$ cat config.mk
export PLATFORM = sky130hd
export DESIGN_NAME = erx_dispatcher_flat
export DESIGN_NICKNAME = d
export VERILOG_FILES = /design/src/rtl/erx_dispatcher_pkg.sv /design/src/rtl/erx_dispatcher_if.sv /design/src/rtl/erx_dispatch_buf.sv /design/src/rtl/erx_dispatcher.sv /design/src/flat_wrapper.sv
export SDC_FILE = /design/constraint.sdc
export NUM_CORES = 1
export LEC_CHECK = 0
export ABC_AREA = 1
export BUFFER_PORTS_ARGS = -buffer_cell sky130_fd_sc_hd__buf_2
export CAP_MARGIN = 20
export CORE_MARGIN = 2
export CORE_UTILIZATION = 30
export CTS_CLUSTER_SIZE = 14
export DETAILED_ROUTE_END_ITERATION = 6
export MAX_ROUTING_LAYER = met4
export PLACE_DENSITY = 0.58
export SYNTH_ARGS = -nofsm -noshare
export SYNTH_HDL_FRONTEND = slang
export SYNTH_SLANG_ARGS = --single-unit
$ cat constraint.sdc
create_clock -name clk -period 9.5 [get_ports clk]
set_clock_uncertainty 0.2 [all_clocks]
set_input_delay 1.9 -clock clk [delete_from_list [all_inputs] [get_ports clk]]
set_output_delay 1.9 -clock clk [all_outputs]
set_load 0.05 [all_outputs]
$ cat src/rtl/erx_dispatcher_pkg.sv
// Shared emesh packet layout and the RX destination decode used by the dispatcher.
package erx_dispatcher_pkg;

  localparam int EM_WRITE     = 0;
  localparam int EM_DMODE_LSB = 1;
  localparam int EM_CTRL_LSB  = 3;
  localparam int EM_DST_LSB   = 8;
  // dstaddr[31:20] carries the routing ID
  localparam int EM_DST_HI_LSB = EM_DST_LSB + 20;
  localparam int NDEST        = 4;

  typedef enum logic [1:0] {
    DST_WR  = 2'd0,
    DST_RD  = 2'd1,
    DST_RR  = 2'd2,
    DST_CFG = 2'd3
  } dest_e;

  function automatic int emesh_pw(input int aw);
    return 2 * aw + 40;
  endfunction

  function automatic int emesh_data_lsb(input int aw);
    return EM_DST_LSB + aw;
  endfunction

  function automatic int emesh_src_lsb(input int aw);
    return EM_DST_LSB + aw + 32;
  endfunction

  // Config space wins over everything, then read responses, then plain writes.
  function automatic dest_e emesh_decode(input logic write, input logic [11:0] hi,
                                         input logic [11:0] id, input logic [11:0] rr_id);
    if (hi == id)                return DST_CFG;
    else if (write && hi == rr_id) return DST_RR;
    else if (write)              return DST_WR;
    else                         return DST_RD;
  endfunction

endpackage

$ cat src/rtl/erx_dispatcher_if.sv
// RX ingress plus the four per-destination valid/packet/wait channels.
interface erx_dispatcher_if #(parameter int PW = 104);
  logic          erx_access;
  logic [PW-1:0] erx_packet;
  logic          erx_wait;
  logic          rxwr_access, rxrd_access, rxrr_access, cfg_access;
  logic [PW-1:0] rxwr_packet, rxrd_packet, rxrr_packet, cfg_packet;
  logic          rxwr_wait, rxrd_wait, rxrr_wait, cfg_wait;

  modport slave (
    input  erx_access, erx_packet,
    output erx_wait,
    output rxwr_access, rxrd_access, rxrr_access, cfg_access,
    output rxwr_packet, rxrd_packet, rxrr_packet, cfg_packet,
    input  rxwr_wait, rxrd_wait, rxrr_wait, cfg_wait
  );

  modport master (
    output erx_access, erx_packet,
    input  erx_wait,
    input  rxwr_access, rxrd_access, rxrr_access, cfg_access,
    input  rxwr_packet, rxrd_packet, rxrr_packet, cfg_packet,
    output rxwr_wait, rxrd_wait, rxrr_wait, cfg_wait
  );
endinterface

$ cat src/rtl/erx_dispatch_buf.sv
// Two-entry FIFO; dout is the oldest entry and is only meaningful while count != 0.
module erx_dispatch_buf #(
  parameter int DW = 104
) (
  input  logic          clk,
  input  logic          reset,
  input  logic          push,
  input  logic [DW-1:0] din,
  input  logic          pop,
  output logic [1:0]    count,
  output logic [DW-1:0] dout
);

  logic [DW-1:0] mem [2];
  logic          wr_ptr, rd_ptr;

  always_ff @(posedge clk) begin
    if (reset) begin
      wr_ptr <= 1'b0;
      rd_ptr <= 1'b0;
      count  <= 2'd0;
    end else begin
      if (push) wr_ptr <= ~wr_ptr;
      if (pop)  rd_ptr <= ~rd_ptr;
      count <= count + {1'b0, push} - {1'b0, pop};
    end
  end

  // Push into a full buffer with a same-cycle pop reuses the slot being read out.
  always_ff @(posedge clk) begin
    if (push) mem[wr_ptr] <= din;
  end

  assign dout = mem[rd_ptr];

  always_ff @(posedge clk) begin
    if (!reset) begin
      assert (!(push && !pop && count == 2'd2));
      assert (!(pop && count == 2'd0));
    end
  end

endmodule

$ cat src/rtl/erx_dispatcher.sv
// Routes accepted RX packets by class into per-destination 2-deep buffers.
module erx_dispatcher
  import erx_dispatcher_pkg::*;
#(
  parameter int          AW    = 32,
  parameter int          PW    = emesh_pw(AW),
  parameter logic [11:0] ID    = 12'h000,
  parameter logic [11:0] RR_ID = 12'h800
) (
  input  logic            clk,
  input  logic            reset,
  erx_dispatcher_if.slave bus
);

  logic                       erx_wait_q, erx_wait_d;
  logic                       accept;
  dest_e                      dst;
  logic [NDEST-1:0]           push, pop, dst_vld, dst_wait;
  logic [NDEST-1:0][1:0]      cnt, cnt_nxt;
  logic [NDEST-1:0][PW-1:0]   dout;

  assign accept = bus.erx_access & ~erx_wait_q;
  assign dst    = emesh_decode(bus.erx_packet[EM_WRITE], bus.erx_packet[EM_DST_HI_LSB +: 12],
                               ID, RR_ID);

  assign dst_wait = {bus.cfg_wait, bus.rxrr_wait, bus.rxrd_wait, bus.rxwr_wait};

  for (genvar g = 0; g < NDEST; g++) begin : g_dst
    assign push[g]    = accept && (dst == dest_e'(g));
    assign dst_vld[g] = (cnt[g] != 2'd0);
    assign pop[g]     = dst_vld[g] & ~dst_wait[g];
    assign cnt_nxt[g] = cnt[g] + {1'b0, push[g]} - {1'b0, pop[g]};

    erx_dispatch_buf #(.DW(PW)) u_buf (
      .clk   (clk),
      .reset (reset),
      .push  (push[g]),
      .din   (bus.erx_packet),
      .pop   (pop[g]),
      .count (cnt[g]),
      .dout  (dout[g])
    );
  end

  // Look one cycle ahead: a stalled destination holding anything, or a full one,
  // must stop the next accept because erx_wait is itself a register.
  always_comb begin
    erx_wait_d = 1'b0;
    for (int i = 0; i < NDEST; i++)
      erx_wait_d |= (cnt_nxt[i] == 2'd2) | ((cnt_nxt[i] != 2'd0) & dst_wait[i]);
  end

  always_ff @(posedge clk) begin
    if (reset) erx_wait_q <= 1'b0;
    else       erx_wait_q <= erx_wait_d;
  end

  assign bus.erx_wait    = erx_wait_q;
  assign bus.rxwr_access = dst_vld[DST_WR];
  assign bus.rxrd_access = dst_vld[DST_RD];
  assign bus.rxrr_access = dst_vld[DST_RR];
  assign bus.cfg_access  = dst_vld[DST_CFG];
  assign bus.rxwr_packet = dout[DST_WR];
  assign bus.rxrd_packet = dout[DST_RD];
  assign bus.rxrr_packet = dout[DST_RR];
  assign bus.cfg_packet  = dout[DST_CFG];

endmodule

$ cat src/flat_wrapper.sv
// flat-port wrapper written by rule: the top's interface ports become plain ports
module erx_dispatcher_flat import erx_dispatcher_pkg::*;
#(
  parameter int          AW    = 32,
  parameter int          PW    = emesh_pw(AW),
  parameter logic [11:0] ID    = 12'h000,
  parameter logic [11:0] RR_ID = 12'h800
)
  (clk, reset, bus_erx_access, bus_erx_packet, bus_erx_wait, bus_rxwr_access, bus_rxrd_access, bus_rxrr_access, bus_cfg_access, bus_rxwr_packet, bus_rxrd_packet, bus_rxrr_packet, bus_cfg_packet, bus_rxwr_wait, bus_rxrd_wait, bus_rxrr_wait, bus_cfg_wait);
  erx_dispatcher_if #(.PW(PW)) bus_i ();
  input  logic clk;
  input  logic reset;
  input wire logic [$bits(bus_i.erx_access)-1:0] bus_erx_access;
  input wire logic [$bits(bus_i.erx_packet)-1:0] bus_erx_packet;
  output wire logic [$bits(bus_i.erx_wait)-1:0] bus_erx_wait;
  output wire logic [$bits(bus_i.rxwr_access)-1:0] bus_rxwr_access;
  output wire logic [$bits(bus_i.rxrd_access)-1:0] bus_rxrd_access;
  output wire logic [$bits(bus_i.rxrr_access)-1:0] bus_rxrr_access;
  output wire logic [$bits(bus_i.cfg_access)-1:0] bus_cfg_access;
  output wire logic [$bits(bus_i.rxwr_packet)-1:0] bus_rxwr_packet;
  output wire logic [$bits(bus_i.rxrd_packet)-1:0] bus_rxrd_packet;
  output wire logic [$bits(bus_i.rxrr_packet)-1:0] bus_rxrr_packet;
  output wire logic [$bits(bus_i.cfg_packet)-1:0] bus_cfg_packet;
  input wire logic [$bits(bus_i.rxwr_wait)-1:0] bus_rxwr_wait;
  input wire logic [$bits(bus_i.rxrd_wait)-1:0] bus_rxrd_wait;
  input wire logic [$bits(bus_i.rxrr_wait)-1:0] bus_rxrr_wait;
  input wire logic [$bits(bus_i.cfg_wait)-1:0] bus_cfg_wait;
  assign bus_i.erx_access = bus_erx_access;
  assign bus_i.erx_packet = bus_erx_packet;
  assign bus_erx_wait = bus_i.erx_wait;
  assign bus_rxwr_access = bus_i.rxwr_access;
  assign bus_rxrd_access = bus_i.rxrd_access;
  assign bus_rxrr_access = bus_i.rxrr_access;
  assign bus_cfg_access = bus_i.cfg_access;
  assign bus_rxwr_packet = bus_i.rxwr_packet;
  assign bus_rxrd_packet = bus_i.rxrd_packet;
  assign bus_rxrr_packet = bus_i.rxrr_packet;
  assign bus_cfg_packet = bus_i.cfg_packet;
  assign bus_i.rxwr_wait = bus_rxwr_wait;
  assign bus_i.rxrd_wait = bus_rxrd_wait;
  assign bus_i.rxrr_wait = bus_rxrr_wait;
  assign bus_i.cfg_wait = bus_cfg_wait;
  erx_dispatcher #(.AW(AW), .PW(PW), .ID(ID), .RR_ID(RR_ID)) u_core (.clk(clk), .reset(reset), .bus(bus_i));
endmodule
* Yosys cells after proc, flatten, opt, wreduce, memory -nomap -nowiden *
Memory sizes are Yosys's and may differ from the RTL's. A register that Yosys moved wholly into a read port is not among the register bits.
Index checks and enable logic that the tools add are counted.

cells by class
  $add $sub $neg = 8
  bitwise logic cells = 29
  reduce and logical (&&, ||, !) cells = 15
  equal/unequal tests = 8
  muxes and demuxes = 19

operators with widths
  operator                                                         number
  1-bit 2-to-1 mux                                                 17
  2-bit nonzero test                                               8
  1-bit NOT                                                        13
  12-bit == test, second input constant                            1
  2-bit == test, second input constant                             6
  12-bit logical NOT                                               1
  1-bit bitwise AND                                                9
  2-bit by 1-bit adder with 2-bit output                           4
  2-bit by 1-bit subtractor with 2-bit output                      4
  1-bit bitwise OR                                                 7
  1-bit logical AND                                                5
  2-bit 2-to-1 mux                                                 2
  2-bit by 1-bit == test with 1-bit output, second input constant  1
  2-bit logical NOT                                                1

storage, ports and cells
  bits of input ports = 111
  bits in writable memories = 832
  register bits after elaboration = 17
  memories = 4

memories
  memory                     words  bits a word  rd ports  clocked after Yosys merged registers in  wr ports  RTL line                RTL
  u_core.g_dst[0].u_buf.mem  2      104          1         1                                        1         erx_dispatch_buf.sv:14  logic [DW-1:0] mem [2];
  u_core.g_dst[1].u_buf.mem  2      104          1         1                                        1         erx_dispatch_buf.sv:14
  u_core.g_dst[2].u_buf.mem  2      104          1         1                                        1         erx_dispatch_buf.sv:14
  u_core.g_dst[3].u_buf.mem  2      104          1         1                                        1         erx_dispatch_buf.sv:14

* Longest topological paths before layout *
Gate-level depths: netlist (run 1).

  word-level depth = 14
  depth in mapped cells = 15
  mapped depth without buffers = 15

* Modules after synthesis *
From an unflattened synthesis (run 1), not the netlist that was laid out.

unflattened totals
  cell total of the unflattened synthesis = 1505
  area total of the unflattened synthesis = 32397.3 µm²

by module, submodules not included
  module            times used  area each (µm²)  cells each
  erx_dispatch_buf  4           7972.6           353
  erx_dispatcher    1           506.7            93

* Least setup slack after synthesis (run 1) *
No wires, ideal clock.

  path kind = in2reg
  from = input bus_erx_access
  to = memory u_core.g_dst[2].u_buf.mem[0][0] (enable)
  path slack = -802 ps
  required time = 8605 ps
  stages = 6
  buffers on the path = 0
  arrival = 9407 ps
  setup time = 695 ps
  path through = inv_1 > nor2_4 > nand2_1 > nor2_1 > inv_1 > nor3_1

between the ends
  cells in the longest elaborated chain, start to end = 4

ends and longest elaborated chain
  element                                 RTL line                RTL
  start: declaration                      flat_wrapper.sv:13      input wire logic [$bits(bus_i.erx_access)-1:0] bus_erx_access;
  1-bit bitwise AND                       erx_dispatcher.sv:22    assign accept = bus.erx_access & ~erx_wait_q;
  1-bit logical AND                       erx_dispatcher.sv:29    assign push[g] = accept && (dst == dest_e'(g));
  1-bit 2-to-1 mux                        erx_dispatch_buf.sv:31  if (push) mem[wr_ptr] <= din;
  1-bit 2-to-1 mux (implied by the code)  erx_dispatch_buf.sv:31
  end: declaration                        erx_dispatch_buf.sv:14

Every way passes these cells.

==> results of run 1 <==
## final cells by class
type | count | area share
Multi-Input combinational cell | 529 | 0.158
Clock inverter | 50 | 0.0143
Tap cell | 1403 | 0.0445
Sequential cell | 853 | 0.645
Inverter | 45 | 0.00441
Timing Repair Buffer | 555 | 0.0732
Antenna cell | 7 | 0.000444
Clock buffer | 113 | 0.0609
## worst max-delay path, stage by stage, from the launching register on
cell and delay, ns:
dfxtp_4 0.66, buf_4 0.72, mux2_2 0.47, buf_2 0.24
## cells by family after synthesis
group,share of synthesized area
simple gates,0.0119
flops,0.789
mux,0.174
fa+ha+maj,0.00311
buf+inv,0.0195
compound gates,0.00276
## per-stage QoR
step	setup slack, ns	utilization	std cells	instance area [um^2]
floorplan	2.05	-	1476	32200
global placement	4.63	0.341	3383	36400
detailed placement	4.50	0.341	3383	36400
CTS	4.32	0.369	3546	39400
global route	4.28	0.369	3551	39400
finish	4.49	0.369	3555	39400
## cell usage in the layout, fill, tap and decap left out, drive strengths merged, types with 9 or more instances in the layout
master	instances
edfxtp	832
nor2	33
nand2	43
bufinv	11
clkbuf	113
nand3	9
clkinv	29
dfxtp	21
mux2	416
inv	52
buf	555
a21oi	9
## sequential cells by signal, summed over array words and instances (netlist names), named ones only
name,flops
u_core.g_dst.u_buf.rd_ptr,4
u_core.g_dst.u_buf.count,8
u_core.bus.erx_wait,1
u_core.g_dst.u_buf.mem,832
u_core.g_dst.u_buf.wr_ptr,4
## power groups by stage
| stage | registers (uW) | logic [uW] | clock network (uW) |
|---|---|---|---|
| 3_3_place_gp | 4460 | 2210 | 0 |
| 5_1_grt | 4400 | 2300 | 3750 |
| 6_report | 4380 | 2200 | 3510 |
| 2_1_floorplan | 4420 | 1770 | 0 |
| 3_5_place_dp | 4470 | 2230 | 0 |
| 4_1_cts | 4390 | 2240 | 3620 |
## worst paths after layout
| check | start | to | slack [ns] | cells past startpoint |
|---|---|---|---|---|
| hold / removal | u_core.g_dst[0].u_buf.rd_ptr | flop | 0.25 | 1 |
| hold reg to reg | u_core.g_dst[0].u_buf.rd_ptr | flop | 0.25 | 1 |
| setup / recovery | flop | bus_rxwr_packet[0] | 4.49 | 3 |
| setup reg to reg | u_core.bus.erx_wait | u_core.g_dst[2].u_buf.mem[1][25] | 6.62 | 6 |
## per-layer routing
metal  share of wire  track usage  routed length (um)  vias up
li1                -            -                   -     6968
met1            0.44        0.172               32800     7907
met2            0.48        0.221               36000      540
met3           0.064       0.0330                4820      112
met4           0.020       0.0412                1540        0
met5               0            -                   0        -
==> flow_summary.yaml, run 1 <==
cts:
  cts_buffers: 91
  cts-root-buf: "clkbuf_16"
  post_cts_buffers: 0
  cts.repair.resized: 0
  clkTransAtPathRegs_ns: 0.06
  cts_tree: "built"
  cts_hold_buf: 0
  htreeDepth: 3
  insertion_delay_ns: 0.66
  cts_buffer_depth: 3
  clock-sinks: 853
power:
  ir_drop_mv: 0.179
  p_sw_frac: 0.304
  power_frac_comb: 0.218
  cellLeakagePower_uw: 0.0142
  total_power_uw: 10100
  intPower_uw: 7030
  power_switching_uw: 3070
  powerDensity_mw_per_mm2: 256
  clock_power_share: 0.348
  p_seq_frac: 0.434
final_layout:
  seq_area_mm2: 0.0254
  area_growth_pct: 22.5
  nFillCells: 9827
  multi_input_area_mm2: 0.00621
  fin_nets: 2194
  drive_gt1_frac: 0.522
timing:
  post-route-min-period_ns: 5.01
  slew_headroom: 0.309
  fin_crit_sh: 0.527
  worst_slew_pin_slew_ns: 1.04
  hold_viol: 0
  fin_hold_ws_ns: 0.249
  clock.fmax_ghz: 0.200
  setup_viol: 0
  setup_tns_ns: 0
  grt_setup_unrepaired: "no"
  final_max_slew_viol_count: 0
run:
  maxCapViolCount: 0
synth:
  synth_common_cells: "edfxtp_1, mux2_4, mux2_2, inv_1, nand2_1"
  postSynth.asyncResetShare: 0
  ys_seq_area_frac: 0.789
  synth_flop_cell: "edfxtp_1"
  synth_top_area_share: 0.776
  syn_nets: 1595
  yosysWarnings: 0
  synthCells: 1476
  synth_area_per_cell_um2: 21.8
  synth_area_mm2: 0.0322
  synth_edf_count: 832
  synth_area_leader_cell: "edfxtp_1"
  ys_seq_elements: 853
  synthTopCellsByArea: "edfxtp_1, mux2_4, mux2_2"
  yosysMostFrequentCell: "edfxtp_1"
  synth.distinct_cells: 21
drt:
  ant_nets: 0
  routed-via-count: 15527
  drt_wl_total_um: 75100
  drc: 0
  wl_per_cell_um: 21.1
  drtIter0Drc: 989
  vias_per_cell: 4.37
  firstDrtPassIters: 5
critical_path:
  path_class: "reg2out"
  critPathMaxFanout: 45
  cp-end-kind: "output port"
  cp.required_ns: 7.40
  worst-endpoint-arrival_ns: 2.91
  cp-start-kind: "flop"
global_routing:
  grt_pass1_wl_um: 109000
  grt_pass1_vias: 16238
  track_usage: 0.137
  grt_max_degree: 85
  antenna_found_initial: 4
  overflow: 0
placement:
  port_buffers: 531
  hpwl_um: 48400
  gp_congestion: 0.764
hold_path:
  hold_class: "reg2reg"
run_status:
  status: "finished, final reports clean"
die:
  die_y_um: 332
  pin_count: 532
  rows: 120
  die_w_um: 332
  core_area_mm2: 0.107
  start_util: 0.302
  die_area_mm2: 0.110
Note: power is estimated with default switching activity, not from simulation.
==> run 2: changes to the inputs <==
--- a/config.mk
+++ b/config.mk
@@ -5,7 +5,7 @@
 export SDC_FILE = /design/constraint.sdc
 export NUM_CORES = 1
 export LEC_CHECK = 0
-export ABC_AREA = 1
+export ABC_AREA = 0
 export BUFFER_PORTS_ARGS = -buffer_cell sky130_fd_sc_hd__buf_2
 export CAP_MARGIN = 20
 export CORE_MARGIN = 2
==> constraint.sdc (replaced) <==
create_clock -name clk -period 4.3 [get_ports clk]
set_clock_uncertainty 0.2 [all_clocks]
set_input_delay 0.86 -clock clk [delete_from_list [all_inputs] [get_ports clk]]
set_output_delay 0.86 -clock clk [all_outputs]
set_load 0.05 [all_outputs]
==> flow_summary.yaml, run 2 <==
run_status:
  status: "finished, final reports clean"
timing:
  worst_slew_pin_slew_ns: 0.836
  setup_viol: 0
  post-route-min-period_ns: 3.53
  final_max_slew_viol_count: 0
  clock.fmax_ghz: 0.283
  hold_viol: 0
  setup_tns_ns: 0
  grt_setup_unrepaired: "no"
  fin_ws_ns: 0.766
  slew_headroom: 0.442
  fin_crit_sh: 0.822
  fin_hold_ws_ns: 0.294
die:
  die_y_um: 325
  start_util: 0.303
  core_area_mm2: 0.102
  pin_count: 532
  rows: 117
  die_area_mm2: 0.106
  die_w_um: 325
final_layout:
  drive_gt1_frac: 0.545
  multi_input_area_mm2: 0.00536
  area_growth_pct: 25.1
  largest_reg_flops: 832
  fin_cells: 3469
  regMostFlops: "u_core.g_dst.u_buf.mem"
  seq_area_mm2: 0.0254
  nFillCells: 9407
  final_common_cell: "edfxtp_1"
  layout_common_cells: "edfxtp_1, buf_2, mux2_2"
  reg_top3: "u_core.g_dst.u_buf.mem (832), u_core.g_dst.u_buf.count (8)"
  fin_nets: 2149
  stdcell_area_mm2: 0.0388
synth:
  synth_flop_cell: "edfxtp_1"
  synthCells: 1405
  synth_area_mm2: 0.0310
  synth_area_leader_cell: "edfxtp_1"
  synth_edf_count: 832
  ys_seq_elements: 853
  synth_top_area_share: 0.806
  synth_area_per_cell_um2: 22.1
  ys_seq_area_frac: 0.820
  yosysMostFrequentCell: "edfxtp_1"
  synth.distinct_cells: 32
  postSynth.asyncResetShare: 0
  synth_common_cells: "edfxtp_1, mux2_2, buf_2, dfxtp_1, nor2_1"
  yosysWarnings: 0
  syn_nets: 1524
  synthTopCellsByArea: "edfxtp_1, mux2_2, dfxtp_1"
cts:
  htreeDepth: 3
  cts_buffers: 91
  clkTransAtPathRegs_ns: 0.06
  post_cts_buffers: 0
  insertion_delay_ns: 0.64
  cts.repair.resized: 0
  cts_tree: "built"
  cts_buffer_depth: 3
  cts-root-buf: "clkbuf_16"
  cts_hold_buf: 0
  clock-sinks: 853
global_routing:
  track_usage: 0.143
  antenna_found_initial: 5
  grt_pass1_vias: 16031
  grt_pass1_wl_um: 109000
  overflow: 0
  grt_max_degree: 56
critical_path:
  crit_path_top_delay_cell: "dfxtp_4"
  slowest_delay_ns: 0.85
  critPathMaxFanout: 35
  cp-end-kind: "output port"
  worst-endpoint-arrival_ns: 2.47
  crit_chain: "buf_12, mux2_2, buf_2"
  cp-start-kind: "flop"
  cp.required_ns: 3.24
  path_buf_inv: 2
  path_delay_family: "flip-flops"
  path_class: "reg2out"
power:
  cellLeakagePower_uw: 0.0134
  powerDensity_mw_per_mm2: 593
  ir_drop_mv: 0.383
run:
  maxCapViolCount: 0
placement:
  gp_congestion: 0.787
  postPlaceCellArea_mm2: 0.0358
  port_buffers: 531
  hpwl_um: 48600
  placed_cells: 3305
  pre_cts_slack_ns: 0.892
drt:
  drt_wl_total_um: 75100
  vias_per_cell: 4.40
  drtIter0Drc: 1003
  routed-via-count: 15267
  firstDrtPassIters: 5
  ant_nets: 0
  wl_per_cell_um: 21.7
  drc: 0
hold_path:
  hold_class: "in2reg"
==> run 2: cell families (layout without fill, tap and decap cells) <==
family / Yosys count / after routing / synth area share
AO/OA/AOI/OAI: 9 / 9 / 0.00202
XOR/XNOR: 10 / 10 / 0.00460
adder cells (fa/ha/maj): 8 / 8 / 0.00323
buffers and inverters: 58 / 752 / 0.00880
flip-flops: 853 / 853 / 0.820
multiplexers: 417 / 417 / 0.152
other: 0 / 2 / 0
AND/OR/NAND/NOR: 50 / 50 / 0.0101
==> run 2: final timing paths <==
path,cells after the start,from,end,slack (ns)
worst max-delay path,3,flop,bus_rxwr_packet[95],0.77
worst min-delay path,1,bus_erx_packet[50],u_core.g_dst[2].u_buf.mem[1][50],0.29
worst max register to register,5,u_core.bus.erx_wait,u_core.g_dst[1].u_buf.mem[1][47],1.72
worst min register to register,2,u_core.g_dst[0].u_buf.rd_ptr,u_core.g_dst[0].u_buf.rd_ptr,0.32
==> run 2: area by class of cell <==
class / instances / area share
clock buffers: 116 / 0.0652
repair buffers: 582 / 0.0858
diodes: 2 / 0.000129
multi-input cells: 494 / 0.138
flip-flops and latches: 853 / 0.655
inverters: 8 / 0.000774
well taps: 1368 / 0.0441
clock inverters: 46 / 0.0105
==> run 2: layer usage <==
metal	routed length, um	GRT usage
met5	0	-
met4	1420	0.0403
met3	5140	0.0399
met2	37500	0.237
met1	31100	0.170
==> run 2: per-stage QoR <==
stage                     power [uW]  utilization
final                          23000        0.380
after global routing           23800        0.380
after CTS                      23300        0.380
after detailed placement       15600        0.351
after global placement         15600        0.351
after floorplan                14000            -
==> run 2: power breakdown <==
group | leakage (uW) | internal [uW] | total [uW] | switching (uW)
clock | 0.00143 | 4560 | 7630 | 3080
combinational | 0.00425 | 1600 | 5620 | 4020
sequential | 0.00770 | 9500 | 9750 | 260
total | 0.0134 | 15700 | 23000 | 7350
